===== src/rtl/pe_act_stream_broadcaster_pkg.sv =====
// Shared definitions for the PE activation stream broadcaster: FSM states,
// done-packet flag position and the data-packet address concatenation macro.
`ifndef PE_ACT_STREAM_BROADCASTER_PKG_SV
`define PE_ACT_STREAM_BROADCASTER_PKG_SV

`define PE_ACT_DATA_ADDR(idx, pe) {1'b0, (idx), (pe)}

package pe_act_stream_broadcaster_pkg;

    typedef enum logic [1:0] {
        ST_IDLE      = 2'd0,
        ST_STREAM    = 2'd1,
        ST_DONE_PKT  = 2'd2,
        ST_WAIT_COMP = 2'd3
    } state_t;

    localparam int BUF_DEPTH = 2;

    // The done flag sits above the activation-index and PE-index fields.
    function automatic int done_msb(input int act_no_w, input int pe_idx_w);
        return act_no_w + pe_idx_w;
    endfunction

endpackage

`endif


===== src/rtl/pe_act_stream_broadcaster_skid_fifo2.sv =====
// Two-entry FIFO holding packed {addr, data} packets between the activation
// read pipeline and the router handshake; head is valid whenever count != 0.
module pe_skid_fifo2 #(
    parameter int WIDTH = 8
) (
    input  logic             clk,
    input  logic             rst,
    input  logic             push,
    input  logic             pop,
    input  logic [WIDTH-1:0] push_data,
    output logic [1:0]       count,
    output logic [WIDTH-1:0] head
);
    logic [WIDTH-1:0] mem [2];
    logic             wr_ptr;
    logic             rd_ptr;
    logic             do_push;
    logic             do_pop;

    assign do_pop  = pop && (count != 2'd0);
    assign do_push = push && ((count != 2'd2) || do_pop);

    always_ff @(posedge clk or posedge rst) begin
        if (rst) begin
            count  <= 2'd0;
            wr_ptr <= 1'b0;
            rd_ptr <= 1'b0;
        end else begin
            if (do_push) wr_ptr <= ~wr_ptr;
            if (do_pop)  rd_ptr <= ~rd_ptr;
            count <= count + {1'b0, do_push} - {1'b0, do_pop};
        end
    end

    always_ff @(posedge clk) begin
        if (do_push) mem[wr_ptr] <= push_data;
    end

    assign head = mem[rd_ptr];

endmodule


===== src/rtl/pe_act_stream_broadcaster.sv =====
// Streams a PE's activations from its register file to the router, then sends
// the end-of-broadcast packet. Define ZERO_SKIP_EN to drop zero-valued activations.
module pe_act_stream_broadcaster
    import pe_act_stream_broadcaster_pkg::*;
#(
    parameter int PE_IDX       = 0,
    parameter int PE_IDX_WIDTH = 6,
    parameter int DATA_WIDTH   = 16,
    parameter int ACT_NO_WIDTH = 6,
    localparam int ADDR_WIDTH  = 1 + ACT_NO_WIDTH + PE_IDX_WIDTH
) (
    input  logic                    clk,
    input  logic                    rst,
    input  logic                    pe_start_calc,
    input  logic [ACT_NO_WIDTH-1:0] in_act_no,
    input  logic                    comp_done,
    output logic                    in_act_read_en,
    output logic [ACT_NO_WIDTH-1:0] in_act_read_addr,
    input  logic [DATA_WIDTH-1:0]   in_act_read_data,
    output logic                    act_send_valid,
    input  logic                    router_rdy,
    output logic [DATA_WIDTH-1:0]   act_send_data,
    output logic [ADDR_WIDTH-1:0]   act_send_addr,
    output logic                    calc_done
);
    localparam int PKT_W    = ADDR_WIDTH + DATA_WIDTH;
    localparam int DONE_MSB = done_msb(ACT_NO_WIDTH, PE_IDX_WIDTH);
    localparam logic [PE_IDX_WIDTH-1:0] PE_FIELD  = PE_IDX_WIDTH'(PE_IDX);
    localparam logic [ADDR_WIDTH-1:0]   DONE_ADDR = ADDR_WIDTH'(1) << DONE_MSB;
    localparam logic [DATA_WIDTH-1:0]   DONE_DATA = DATA_WIDTH'(PE_FIELD);

    state_t                  state;
    state_t                  state_nxt;
    logic [ACT_NO_WIDTH-1:0] num_reg;
    logic [ACT_NO_WIDTH-1:0] rd_idx;
    logic                    vld_p1;
    logic [ACT_NO_WIDTH-1:0] idx_p1;
    logic [1:0]              buf_cnt;
    logic [PKT_W-1:0]        buf_head;
    logic [PKT_W-1:0]        push_pkt;
    logic                    buf_empty;
    logic                    push;
    logic                    pop;
    logic                    credit_free;

    assign buf_empty = (buf_cnt == 2'd0);
    assign pop       = !buf_empty && router_rdy;
    // A slot freed by this cycle's pop is reusable, which sustains one packet per cycle.
    assign credit_free = (buf_cnt + {1'b0, vld_p1} - {1'b0, pop}) < 2'(BUF_DEPTH);

`ifdef ZERO_SKIP_EN
    assign push = vld_p1 && (in_act_read_data != '0);
`else
    assign push = vld_p1;
`endif
    assign push_pkt = {`PE_ACT_DATA_ADDR(idx_p1, PE_FIELD), in_act_read_data};

    pe_skid_fifo2 #(.WIDTH(PKT_W)) u_buf (
        .clk       (clk),
        .rst       (rst),
        .push      (push),
        .pop       (pop),
        .push_data (push_pkt),
        .count     (buf_cnt),
        .head      (buf_head)
    );

    always_comb begin
        state_nxt        = state;
        in_act_read_en   = 1'b0;
        in_act_read_addr = '0;
        act_send_valid   = 1'b0;
        act_send_data    = '0;
        act_send_addr    = '0;
        calc_done        = 1'b0;
        if (!buf_empty) begin
            act_send_valid = 1'b1;
            act_send_addr  = buf_head[PKT_W-1 -: ADDR_WIDTH];
            act_send_data  = buf_head[DATA_WIDTH-1:0];
        end
        case (state)
            ST_IDLE: begin
                // Index 0 is read alongside the start pulse to save a cycle of latency.
                if (pe_start_calc) begin
                    if (in_act_no == '0) begin
                        state_nxt = ST_DONE_PKT;
                    end else begin
                        state_nxt      = ST_STREAM;
                        in_act_read_en = 1'b1;
                    end
                end
            end
            ST_STREAM: begin
                if ((rd_idx < num_reg) && credit_free) begin
                    in_act_read_en   = 1'b1;
                    in_act_read_addr = rd_idx;
                end
                if ((rd_idx == num_reg) && !vld_p1 && buf_empty) state_nxt = ST_DONE_PKT;
            end
            ST_DONE_PKT: begin
                act_send_valid = 1'b1;
                act_send_addr  = DONE_ADDR;
                act_send_data  = DONE_DATA;
                if (router_rdy) state_nxt = ST_WAIT_COMP;
            end
            ST_WAIT_COMP: begin
                if (comp_done) begin
                    calc_done = 1'b1;
                    state_nxt = ST_IDLE;
                end
            end
            default: state_nxt = ST_IDLE;
        endcase
    end

    always_ff @(posedge clk or posedge rst) begin
        if (rst) begin
            state   <= ST_IDLE;
            num_reg <= '0;
            rd_idx  <= '0;
            vld_p1  <= 1'b0;
        end else begin
            state  <= state_nxt;
            vld_p1 <= in_act_read_en;
            if ((state == ST_IDLE) && pe_start_calc) begin
                num_reg <= in_act_no;
                rd_idx  <= ACT_NO_WIDTH'(in_act_read_en);
            end else if (in_act_read_en) begin
                rd_idx <= rd_idx + ACT_NO_WIDTH'(1);
            end
        end
    end

    // p1: index of the read whose data returns this cycle
    always_ff @(posedge clk) begin
        idx_p1 <= in_act_read_addr;
    end

endmodule


===== config.mk =====
export PLATFORM = sky130hd
export DESIGN_NAME = pe_act_stream_broadcaster
export DESIGN_NICKNAME = d
export VERILOG_FILES = /design/src/rtl/pe_act_stream_broadcaster_pkg.sv /design/src/rtl/pe_act_stream_broadcaster_skid_fifo2.sv /design/src/rtl/pe_act_stream_broadcaster.sv
export SDC_FILE = /design/constraint.sdc
export NUM_CORES = 1
export LEC_CHECK = 0
export ABC_AREA = 1
export ABC_CLOCK_PERIOD_IN_PS = 2350
export CELL_PAD_IN_SITES_DETAIL_PLACEMENT = 1
export CELL_PAD_IN_SITES_GLOBAL_PLACEMENT = 2
export CORE_UTILIZATION = 32
export CTS_CLUSTER_SIZE = 24
export DETAILED_ROUTE_END_ITERATION = 8
export GPL_ROUTABILITY_DRIVEN = 0
export PLACE_DENSITY_LB_ADDON = 0.1
export SYNTH_ARGS = -nofsm -noshare
export SYNTH_HDL_FRONTEND = slang
export SYNTH_SLANG_ARGS = --single-unit

===== constraint.sdc =====
create_clock -name clk -period 2.35 [get_ports clk]
set_input_delay 0.3525 -clock clk [delete_from_list [all_inputs] [get_ports clk]]
set_output_delay 0.3525 -clock clk [all_outputs]
set_load 0.01 [all_outputs]

# --- Word level (Yosys, flattened, before mapping) ---
# Memories as Yosys holds them, arrays and structs flattened.
# Cells that the tools add are included.
word_totals:
  input_bits: 27
  n_memories: 1
  wordCells: 67
  register_bits: 25
  output_inout_bits: 38
  mem_bits_rw: 44
memory_table:
  columns: ["name", "words", "width", "rd", "rd_clocked_by_memory_dff", "wr", "line_no", "source"]
  rows:
  - ["u_buf.mem", 2, 22, 1, 0, 1, "pe_act_stream_broadcaster_skid_fifo2.sv:14", "logic [WIDTH-1:0] mem [2];"]
classes:
  mux: 24
  addsub: 5
  magnitude_cmp: 2
  reduce_logical: 16
  eq_ne: 9
  bitwise: 2
op_table:
  columns: ["operator", "n"]
  rows:
  - ["$mux W16", 2]
  - ["$mux W13", 2]
  - ["$mux W6", 4]
  - ["$mux W2", 5]
  - ["$ne A2 B2 Y1 const B", 5]
  - ["$mux W1", 9]
  - ["$pmux W2 S4", 1]
  - ["$logic_and A1 B1 Y1", 7]
  - ["$add A6 B1 Y6 const B", 1]
  - ["$eq A6 B6 Y1", 1]
  - ["$logic_not A6 Y1", 1]
  - ["$lt A6 B6 Y1", 1]
  - ["$add A2 B1 Y2", 2]
  - ["$eq A2 B2 Y1 const B", 2]
  - ["$logic_not A2 Y1", 2]
  - ["$reduce_and A4 Y1", 1]
  - ["$reduce_bool A2 Y1", 2]
  - ["$sub A2 B1 Y2", 2]
  - ["$eq A2 B1 Y1 const B", 1]
  - ["$logic_not A1 Y1", 2]
  - ["$lt A2 B2 Y1 const B", 1]
  - ["$not A1 Y1", 2]
  - ["$pmux W1 S2", 1]
  - ["$logic_or A1 B1 Y1", 1]

# --- Logic depth before layout (Yosys ltp) ---
logic_depth:
  word_depth: 10
  depth_mapped: 12
  depth_no_buf: 11

# --- By module ---
# From an unflattened synthesis, not the netlist that was laid out.
unflattened:
  hier_cells: 401
  area_unflattened_um2: 3804.9
modules_own_cells:
  columns: ["mod", "instances", "seq_area_each_um2", "area_each_um2", "cells_each"]
  rows:
  - ["pe_skid_fifo2", 1, 1841.8, 2344.7, 181]
  - ["pe_act_stream_broadcaster", 1, 495.5, 1460.2, 220]

# --- Worst setup path before layout ---
# OpenSTA, ideal clock, no wires.
synth_timing:
  path_type: "register -> output"
  startpoint: "register u_buf.count[1]"
  endpoint: "output port in_act_read_addr[0]"
  required_ps: 1997
  path_stages_with_launch: 12
  n_path_buf: 1
  slack_ps: 298
  t_arrival_ps: 1700
  path_cell_list: "dfrtp_1 nor2_1 nor2_1 ha_1 inv_1 nand2_1 nand3_1 nand2_1 nor2_1 nand2_2 buf_6 nor2_1"
synth_via:
  elab_chain_cells: 8
  elab_cells_between_ends: 9
  cone_classes: "2 x add/sub; 1 x order compare; 2 x mux; 4 x reduce/logical"
synth_rtl:
  columns: ["item", "line_no", "source"]
  rows:
  - ["start: declaration", "pe_act_stream_broadcaster_skid_fifo2.sv:11", "output logic [1:0] count,"]
  - ["start signal: assignment", "pe_act_stream_broadcaster_skid_fifo2.sv:31", "count <= count + {1'b0, do_push} - {1'b0, do_pop};"]
  - ["branches (longest 3 deep; another with $add A2 B1 Y2)", null, null]
  - ["$sub A2 B1 Y2 *", "pe_act_stream_broadcaster.sv:49", "assign credit_free = (buf_cnt + {1'b0, vld_p1} - {1'b0, pop}) < 2'(BUF_DEPTH);"]
  - ["$lt A2 B2 Y1 *", "pe_act_stream_broadcaster.sv:49", null]
  - ["$logic_and A1 B1 Y1 *", "pe_act_stream_broadcaster.sv:94", "if ((rd_idx < num_reg) && credit_free) begin"]
  - ["$mux W6 *", "pe_act_stream_broadcaster.sv:94", null]
  - ["$mux W6 *", "pe_act_stream_broadcaster.sv:81", "case (state)"]
  - ["end: declaration", "pe_act_stream_broadcaster.sv:18", "output logic [ACT_NO_WIDTH-1:0] in_act_read_addr,"]
# Every way passes the cells marked *.

# --- Final worst setup path ---
layout_timing:
  startpoint: "register u_buf.count[0]"
  endpoint: "output port in_act_read_addr[1]"
# Same word-level chain as after synthesis.

==> impl_metrics.csv <==
group,metric,value,unit
outcome,status,"complete, but fails checks",
outcome,violations,"setup timing",
floorplan,rows,36,
synth,synth_area_leaders,"edfxtp_1 41%, dfrtp_1 15%, mux2_2 7.7%, nand2_1 7.1%, inv_1 6.9%",
synth,syn_area_per_cell,10.6,um2
synth,ys_top_cells_by_count,"61 x nand2_1, 59 x inv_1, 44 x edfxtp_1",
sta,setup_viol,4,
route,drt_pass1_iterations,4,
setup_path,path_cells,"nor2_4, nor2_4, ha_4, inv_1, nand2_1, nand2_2, nor2_4, nor2_2, nand2_2, buf_8, nor2_4, buf_6",
route,drc,0,
power,p_total,6.13,mW
global_routing,grt_pass1_vias,2468,
setup_path,cp_common_cell,"nor2_4",
route,ant_nets,0,
synth,netlist_instances,304,
setup_path,start_kind,"flop",
cts,htreeDepth,3,
synth,synth_top_area_cell,"edfxtp_1",
floorplan,fp.dieW,102,um
power,power.leakage,2.18,nW
setup_path,cp-end-kind,"output port",
power,p_per_area,1330,mW/mm2
setup_path,critPathBufInv,3,
floorplan,ioPinCount,65,
final_layout,fillCellCount,1080,
route,drt_wl_total,7390,um
synth,synth_top_area_share,41.0,%
synth,synth-seq-area-share,59.4,%
final_layout,top_register,"u_buf.mem",
cts,cts_buffers,9,
place,hpwl,4990,um
route,routedWlPerCell,13.6,um
hold_path,min_path_type,"in2async",
setup_path,cp_top_family,"simple AND/OR/NAND/NOR gates",
final_layout,fin_cells,544,
cts,clockBufferDepth,2,
global_routing,grt_usage,15.2,%
sta,rsz0062_at_grt,"true",
cts,cts_tree,"done",
synth,ys_warn_count,0,
final_layout,multi_input_area,0.00114,mm2
sta,finalCriticalPeriod,2.38,ns
sta,max_freq,420,MHz
route,drtIter0Drc,71,
setup_path,crit_type,"reg2out",
cts,cts.reportedPaths.clkPinSlew,0.08,ns
synth,ys_types,23,
place,port_buffers,58,
synth,synthFlopType,"edfxtp_1",
sta,layout_setup_ws,-0.0293,ns
route,vias,2357,
setup_path,worstPathRequired,2.00,ns
final_layout,area_growth,42.9,%
place,dp_cells,514,
cts,cts.sinks,69,
synth,synthArstFlopShare,27.5,%
cts,postCtsHoldBufs,0,
final_layout,seqCellArea,0.00192,mm2
setup_path,arrival,2.03,ns
final_layout,nets,446,
synth,synth_seq_cells,69,
sta,drv_slew,0,
global_routing,antenna_found_initial,0,
synth,syn_area,0.00323,mm2
sta,fin_crit_sh,101,%
setup_path,slowest_delay,0.41,ns
job,drv_cap,0,
final_layout,drive_above_1_share,30.2,%
setup_path,slowest_stage,"dfrtp_1",
power,irDropWorstVdd,0.480,mV
floorplan,coreArea,0.00977,mm2
cts,clock_latency,0.33,ns
floorplan,die_area,0.0105,mm2
synth,synth-edff-count,44,
sta,hold_viol,0,
setup_path,critPathMaxFanout,5,
floorplan,die_height,102,um
global_routing,grt_pass1_wl,11700,um
final_layout,largest_reg_flops,44,
cts,root_buffer,"clkbuf_8",
route,viasPerCell,4.33,
synth,synth_most_common_cell,"nand2_1",
sta,finClkSkew,0.00644,ns
floorplan,start_util,33.0,%
global_routing,overflow,0,
final_layout,diodes,0,
global_routing,grt_max_degree,21,
layout by cell type (no fill, tap or decap), types with 2 or more instances in the layout:
master / Yosys / final
clkbuf_2: 0 / 12
ha_4: 0 / 2
nor2_2: 0 / 4
clkdlybuf4s50_1: 0 / 28
dfxtp_1: 6 / 6
buf_4: 7 / 31
a21oi_1: 2 / 2
o21ai_0: 9 / 9
nor2_4: 0 / 10
dlygate4sd2_1: 0 / 11
mux2_2: 22 / 22
inv_2: 1 / 2
conb_1: 1 / 6
buf_6: 1 / 9
bufinv_16: 0 / 2
nand2_2: 4 / 5
ha_1: 13 / 11
clkbuf_8: 0 / 9
xor2_1: 6 / 6
dfrtp_1: 19 / 19
nand3_1: 13 / 12
buf_12: 0 / 4
nand2_1: 61 / 59
clkinvlp_4: 0 / 2
nand4_1: 6 / 6
edfxtp_1: 44 / 44
nor2_1: 21 / 7
inv_1: 59 / 57
path summary, 6_finish.rpt:
path | cells past startpoint | start | to | slack (ns)
hold reg to reg | 0 | idx_p1[0] | u_buf.mem[1][16] | 0.44
hold / removal | 3 | rst | u_buf.wr_ptr | 0.37
max in group asynchronous | 3 | rst | rd_idx[4] | 1.76
setup / recovery | 12 | u_buf.count[0] | in_act_read_addr[1] | -0.03
min in group clk | 0 | idx_p1[0] | u_buf.mem[1][16] | 0.44
setup reg to reg | 14 | u_buf.count[0] | rd_idx[5] | 0.40
layer usage:
layer | wire, um | GRT usage, % | vias up
met2 | 3810 | 27.5 | 50
met5 | 0 | 0 | -
met3 | 255 | 2.87 | 5
li1 | - | - | 1168
met4 | 72 | 5.27 | 0
met1 | 3250 | 18.0 | 1134
worst min-delay path, stage by stage:
cell	delay [ns]
clkdlybuf4s50_1	0.40
inv_1	0.05
buf_4	0.28
logic make-up after synthesis:
group,Yosys count,share of synthesized area [%]
buffers and inverters,73,9.74
flip-flops,69,59.4
AND/OR/NAND/NOR,106,13.7
multiplexers,22,7.68
other,1,0.116
adder cells (fa/ha/maj),13,5.04
AO/OA/AOI/OAI,14,2.72
XOR/XNOR,6,1.63
where the power goes:
group / total (mW) / internal (mW) / switching [mW]
Combinational: 3.21 / 1.59 / 1.62
Sequential: 1.85 / 1.70 / 0.153
Clock: 1.07 / 0.601 / 0.472
cell type report:
cell class              instances  area share [%]
well taps                     133            3.61
clock buffers                   9            2.69
inverters                      60            4.94
repair buffers                 99            20.4
flip-flops and latches         69            41.6
multi-input cells             167            24.7
clock inverters                 7            2.12
through the flow:
step / hold slack [ns] / setup WS, ns / cell area (um2) / TNS, ns / util (%)
detailed placement: 0.422 / -0.677 / 4160 / -4.11 / 42.6
global route: 0.374 / -0.160 / 4610 / -0.847 / 47.2
CTS: 0.360 / -0.134 / 4570 / -0.681 / 46.8
finish: 0.366 / -0.0293 / 4610 / -0.0879 / 47.2
global placement: 0.405 / -0.623 / 4160 / -3.72 / 42.6
floorplan: 0.304 / 0.298 / 3240 / 0 / -
what timing repair did:
| item | CTS | global route |
|---|---|---|
| buffers inserted | 8 | 4 |
| endpoints found under the setup margin | 29 | 18 |
| gates cloned | 2 | 0 |
| gates resized for setup | 80 | 36 |
| pin swaps | 7 | 10 |
Power figures use the tool's default switching activity.
